**src/rtl/uart_pkg.sv**
```systemverilog
// Shared UART/ALU definitions: default widths, FSM state encoding and ALU opcodes.
// Used by uart_alu_if and by anything that models the external ALU.
package uart_pkg;

  localparam int NB_DATA_DEF = 8;
  localparam int NB_OP_DEF   = 6;

  typedef enum logic [2:0] {
    S_WAIT_A  = 3'd0,
    S_WAIT_B  = 3'd1,
    S_WAIT_OP = 3'd2,
    S_EXEC    = 3'd3,
    S_SEND    = 3'd4,
    S_WAIT_TX = 3'd5
  } state_t;

  localparam logic [5:0] OP_ADD = 6'h20;
  localparam logic [5:0] OP_SUB = 6'h22;
  localparam logic [5:0] OP_AND = 6'h24;
  localparam logic [5:0] OP_OR  = 6'h25;
  localparam logic [5:0] OP_XOR = 6'h26;
  localparam logic [5:0] OP_SRA = 6'h03;
  localparam logic [5:0] OP_SRL = 6'h02;
  localparam logic [5:0] OP_NOR = 6'h27;

endpackage

```
**src/rtl/uart_alu_if_timeout.sv**
```systemverilog
// Clearable saturating cycle counter; tc is high while enabled and parked at TIMEOUT_CYCLES-1.
// Latency: tc is a combinational decode of the count register.
module uart_alu_if_timeout #(
  parameter int unsigned TIMEOUT_CYCLES = 1000000
) (
  input  logic clk,
  input  logic rst,
  input  logic clr,
  input  logic en,
  output logic tc
);

  localparam int unsigned NB_CNT = (TIMEOUT_CYCLES > 1) ? $clog2(TIMEOUT_CYCLES) : 1;
  localparam logic [NB_CNT-1:0] TC_VAL = NB_CNT'(TIMEOUT_CYCLES - 1);

  logic [NB_CNT-1:0] count;

  always_ff @(posedge clk) begin
    if (rst || clr) begin
      count <= '0;
    end else if (en && (count != TC_VAL)) begin
      count <= count + 1'b1;
    end
  end

  assign tc = en && (count == TC_VAL);

endmodule

```
**src/rtl/uart_alu_if.sv**
```systemverilog
// Collects A, B, opcode from the UART rx, registers the ALU result and hands it to uart_tx.
// Optional inter-byte timeout back to S_WAIT_A when UART_ALU_IF_TIMEOUT_EN is defined.
module uart_alu_if
  import uart_pkg::*;
#(
  parameter int NB_DATA        = NB_DATA_DEF,
  parameter int NB_OP          = NB_OP_DEF,
  parameter int TIMEOUT_CYCLES = 1000000
) (
  input  logic               clk,
  input  logic               i_rst,
  input  logic [NB_DATA-1:0] i_rx_data,
  input  logic               i_rx_done,
  output logic [NB_DATA-1:0] o_alu_a,
  output logic [NB_DATA-1:0] o_alu_b,
  output logic [NB_OP-1:0]   o_alu_op,
  input  logic [NB_DATA-1:0] i_alu_result,
  output logic [NB_DATA-1:0] o_tx_data,
  output logic               o_tx_start,
  input  logic               i_tx_done,
  output logic               o_busy,
  output logic               o_rx_drop
);

  state_t state;
  state_t state_next;
  logic   timeout;
  logic   load_a;
  logic   load_b;
  logic   load_op;
  logic   load_res;
  logic   drop;

`ifdef UART_ALU_IF_TIMEOUT_EN
  logic cnt_clr;
  logic cnt_en;

  // Any accepted byte or state move restarts the inter-byte window.
  assign cnt_en  = (state == S_WAIT_B) || (state == S_WAIT_OP);
  assign cnt_clr = i_rx_done || (state_next != state);

  uart_alu_if_timeout #(
    .TIMEOUT_CYCLES(TIMEOUT_CYCLES)
  ) u_timeout (
    .clk (clk),
    .rst (i_rst),
    .clr (cnt_clr),
    .en  (cnt_en),
    .tc  (timeout)
  );
`else
  assign timeout = 1'b0;
`endif

  always_ff @(posedge clk) begin
    if (i_rst) begin
      state <= S_WAIT_A;
    end else begin
      state <= state_next;
    end
  end

  always_comb begin
    state_next = state;
    load_a     = 1'b0;
    load_b     = 1'b0;
    load_op    = 1'b0;
    load_res   = 1'b0;
    drop       = 1'b0;
    o_tx_start = 1'b0;
    o_busy     = 1'b0;
    unique case (state)
      S_WAIT_A: begin
        if (i_rx_done) begin
          load_a     = 1'b1;
          state_next = S_WAIT_B;
        end
      end
      // A byte landing on the terminal count still wins over the timeout.
      S_WAIT_B: begin
        if (i_rx_done) begin
          load_b     = 1'b1;
          state_next = S_WAIT_OP;
        end else if (timeout) begin
          state_next = S_WAIT_A;
        end
      end
      S_WAIT_OP: begin
        if (i_rx_done) begin
          load_op    = 1'b1;
          state_next = S_EXEC;
        end else if (timeout) begin
          state_next = S_WAIT_A;
        end
      end
      S_EXEC: begin
        o_busy     = 1'b1;
        load_res   = 1'b1;
        drop       = i_rx_done;
        state_next = S_SEND;
      end
      // tx_done coincident with the start pulse is ignored by construction.
      S_SEND: begin
        o_busy     = 1'b1;
        o_tx_start = 1'b1;
        drop       = i_rx_done;
        state_next = S_WAIT_TX;
      end
      S_WAIT_TX: begin
        o_busy = 1'b1;
        drop   = i_rx_done;
        if (i_tx_done) begin
          state_next = S_WAIT_A;
        end
      end
      default: begin
        state_next = S_WAIT_A;
      end
    endcase
  end

  always_ff @(posedge clk) begin
    if (i_rst) begin
      o_alu_a   <= '0;
      o_alu_b   <= '0;
      o_alu_op  <= '0;
      o_tx_data <= '0;
      o_rx_drop <= 1'b0;
    end else begin
      if (load_a) begin
        o_alu_a <= i_rx_data;
      end
      if (load_b) begin
        o_alu_b <= i_rx_data;
      end
      if (load_op) begin
        o_alu_op <= i_rx_data[NB_OP-1:0];
      end
      if (load_res) begin
        o_tx_data <= i_alu_result;
      end
      o_rx_drop <= drop;
    end
  end

endmodule

```
**config.mk**
```make
export PLATFORM = sky130hd
export DESIGN_NAME = uart_alu_if
export DESIGN_NICKNAME = d
export VERILOG_FILES = /design/src/rtl/uart_pkg.sv /design/src/rtl/uart_alu_if_timeout.sv /design/src/rtl/uart_alu_if.sv
export SDC_FILE = /design/constraint.sdc
export NUM_CORES = 1
export LEC_CHECK = 0
export CAP_MARGIN = 20
export CORE_MARGIN = 5
export CORE_UTILIZATION = 45
export CTS_CLUSTER_SIZE = 25
export DETAILED_ROUTE_END_ITERATION = 8
export PLACE_DENSITY = 0.93
export SLEW_MARGIN = 20
export SYNTH_ARGS = -nofsm -noshare
export SYNTH_HDL_FRONTEND = slang
export SYNTH_SLANG_ARGS = --single-unit
```
**constraint.sdc**
```tcl
create_clock -name clk -period 3 [get_ports clk]
set_clock_uncertainty 0.05 [all_clocks]
set_input_delay 0.6 -clock clk [delete_from_list [all_inputs] [get_ports clk]]
set_output_delay 0.6 -clock clk [all_outputs]
set_load 0.05 [all_outputs]
```
After elaboration in Yosys (flattened, before gate mapping)
Index checks and enable logic that the tools add are counted.
{"block": "classes", "eq_ne": 9, "mux": 12, "bitwise_logic": 1, "n_reduce_logical": 4}
{"operator": "case mux 3 bit (6 select lines)", "count": 1}
{"operator": "two-way mux 3 bit", "count": 4}
{"operator": "!= test 2 bit (second input constant)", "count": 4}
{"operator": "two-way mux 1 bit", "count": 7}
{"operator": "equality test 3 x 2 -> 1 bit (second input constant)", "count": 2}
{"operator": "equality test 3 bit (second input constant)", "count": 2}
{"operator": "AND reduction 4 bit", "count": 1}
{"operator": "equality test 3 x 1 -> 1 bit (second input constant)", "count": 1}
{"operator": "zero test 3 bit", "count": 1}
{"operator": "OR reduction 3 bit", "count": 1}
{"operator": "OR reduction 2 bit", "count": 1}
{"operator": "NOT 1 bit", "count": 1}
{"block": "word_totals", "ff_bits": 34, "in_bits": 20, "output_inout_bits": 33, "word_cells": 32}

Longest topological paths before layout
Gate-level depths: netlist of run 1.
{"block": "depth", "word_depth": 4, "mapped_depth": 5}

Worst setup path before layout of run 1
Ideal clock, no wire load.
{"block": "synth_timing", "kind": "register to output", "startpoint": "register state[2]", "endpoint": "output o_tx_start", "arrival_ps": 1347, "t_required_ps": 2350, "slack_ps": 1003, "stages_incl_launch_ff": 3, "cell_sequence": "dfxtp_1 > or2b_1 > nor2_1"}
{"block": "synth_between", "elab_chain_len": 2}
{"element": "from (decl)", "line": "uart_alu_if.sv:25", "rtl": "state_t state;"}
{"element": "from (signal assigned)", "line": "uart_alu_if.sv:59", "rtl": "state <= state_next;"}
{"element": "equality test 3 bit", "line": "uart_alu_if.sv:72", "rtl": "unique case (state)"}
{"element": "two-way mux 1 bit", "line": "uart_alu_if.sv:72"}
{"element": "to (decl)", "line": "uart_alu_if.sv:19", "rtl": "output logic o_tx_start,"}
Every way passes these cells.

Worst setup path after layout of run 1
Same ends and word-level chain as after synthesis.

==> results_dict.tcl, run 1 <==
set metrics [dict create \
    r2r_start "state[0]" \
    routabilityCongestion 0.763 \
    post_cts_buffers 0 \
    synth-async-reset-ratio_pct 0 \
    r2r_slack_ns 1.48 \
    grt_pass1_wl_um 5180 \
    die_width_um 63.3 \
    dr.first_iter.drc_count 32 \
    finalHoldViolations 0 \
    yosys_warnings 0 \
    fmax_mhz 373 \
    ys_top_cells_by_area "dfxtp_1 53%, mux2i_1 17%, nor2_1 6.7%, nand2_1 5.0%, a21oi_1 3.5%" \
    globalRouteTotalUtil_pct 16.6 \
    wl_per_cell_um 15.6 \
    synth_most_common_cell "dfxtp_1" \
    synth_top_area_share_pct 53.2 \
    yosysUniqueCellTypes 20 \
    syn-num-nets 148 \
    cts_buffer_depth 2 \
    endpoint_kind "output port" \
    antenna_found_initial 0 \
    drt_wl_total_um 3290 \
    syn_area_um2 1280 \
    cts_hold_buf 0 \
    clk_latency_ns 0.34 \
    clock_sinks 34 \
    path_class "reg2out" \
    via_count 1083 \
    h-tree-depth 2 \
    rsz0062_at_grt "false" \
    layout.nets 200 \
    io_pins 53 \
    cp_data_required_time_ns 2.35 \
    cts_resized 0 \
    drv_slew 0 \
    status "completed" \
    arrival_ns 2.03 \
    peakVddDrop_mv 0.493 \
    tightest_slew_ns 0.528 \
    power.total_uw 889 \
    cap_violations 0 \
    avgViaCountPerCell 5.13 \
    maxSlewHeadroom_pct 64.7 \
    die_h_um 63.3 \
    finalCritPeriodShare_pct 89.5 \
    dr.pass1.iters 5 \
    synth-seq-cells 34 \
    min_period_ns 2.68 \
    yosysSeqAreaShare_pct 53.2 \
    endpoint "o_tx_start" \
    cts-root-buf "clkbuf_4" \
    p_per_area_nw_per_um2 479 \
    crit_start "state[2]" \
    path_clk_slew_ns 0.11 \
    start_util_pct 46.8 \
    dp_hpwl_um 2520 \
    hold_class "reg2reg" \
    cts_buffers 5 \
    startpoint_type "register" \
    antenna_cells 0 \
    synth-edff-count 0 \
    synthCells 128 \
    tns_ns 0 \
    ff2ff_path_depth 3 \
    die-area_um2 4010 \
    grt_pass1_vias 1134 \
    ys_top_cells_by_count "34 x dfxtp_1, 23 x nor2_1, 22 x mux2i_1" \
    cts_tree "yes" \
    ys_dominant_reg_cell "dfxtp_1" \
    drive_gt1_share_pct 7.22 \
    rr_endpoint "o_alu_b[7]" \
    portBuffers 52 \
    syn_to_final_growth_pct 44.9 \
    setup_viol 0 \
    syn_area_per_cell_um2 10.0 \
    drc 0 \
    core_area_um2 2730 \
    rows 19 \
    gr-total-overflow 0 \
    yosysTopAreaCell "dfxtp_1" \
    power_leakage_nw 0.736 \
    ant_nets 0 \
    cp_max_fo 9 \
    grt_max_degree 35 \
]
## per-layer routing
layer | global-route usage (%) | part of all wire, % | vias to the layer above
li1 | - | - | 535
met1 | 16.8 | 37 | 504
met2 | 30.3 | 55 | 37
met3 | 5.33 | 5.9 | 7
met4 | 7.79 | 1.7 | 0
met5 | 0 | 0 | -
## state kept, by name, indices dropped and copies added (netlist names)
register,count
o_alu_a,8
o_alu_b,8
o_alu_op,6
o_rx_drop,1
o_tx_data,8
state,3
## metrics by stage
step | hold WS, ns | util (%) | instance area (um^2) | worst slack (ns) | instances
global route | 0.449 | 67.8 | 1850 | 0.237 | 211
CTS | 0.413 | 67.8 | 1850 | 0.327 | 211
global placement | 0.397 | 66.1 | 1810 | 0.734 | 204
detailed placement | 0.398 | 66.1 | 1810 | 0.706 | 204
floorplan | 0.493 | - | 1280 | 1.00 | 128
finish | 0.418 | 67.8 | 1850 | 0.316 | 211
## kinds of logic after synthesis
family	count (synthesis)	synth area share, %
AND/OR/NAND/NOR	51	20.7
flip-flops	34	53.2
multiplexers	22	17.2
AO/OA/AOI/OAI	12	5.18
buffers and inverters	9	3.71
## final cells by class
type	count	area, um^2
Clock inverter	2	10.0
Tap cell	31	38.8
Timing Repair Buffer	54	536
Sequential cell	34	681
Multi-Input combinational cell	85	552
Clock buffer	5	37.5
Fill cell	202	880
## critical path: stages, from the launching register on
cell and delay (ns):
dfxtp_1 0.51, or2b_1 0.29, nor2_1 0.09, clkdlybuf4s50_1 0.81
## placed cells by master, fill, tap and decap left out, types with 2 or more instances in the layout
cell type	n
buf_4	2
a21oi_1	9
nand2_1	17
and4bb_2	2
clkdlybuf4s50_1	52
nand3b_1	2
clkbuf_4	5
or4b_1	2
clkinv_2	2
mux2i_1	22
nor2_1	23
dfxtp_1	34
## how the worst min path moves through the flow
stage                from          to  slack, ns  cells past startpoint
2_1_floorplan    state[2]    state[1]       0.49                      1
3_3_place_gp   o_alu_a[7]  o_alu_a[7]       0.40                      2
3_5_place_dp   o_alu_a[6]  o_alu_a[6]       0.40                      2
4_1_cts        o_alu_a[6]  o_alu_a[6]       0.41                      2
5_1_grt        o_alu_a[0]  o_alu_a[0]       0.45                      2
6_report       o_alu_a[6]  o_alu_a[6]       0.42                      2
## where the power goes
part / switching [mW] / leakage [nW] / internal [mW]
clock network: 0.148 / 0.0308 / 0.0841
logic: 0.102 / 0.429 / 0.0721
registers: 0.0142 / 0.276 / 0.469
total: 0.264 / 0.736 / 0.625
Power figures use the tool's default switching activity.
==> run 2: changes to the inputs <==
CAP_MARGIN = not set   (was 20)
==> results of run 2 <==
Same layout as run 1: the final DEF is identical, and so are final timing and power.
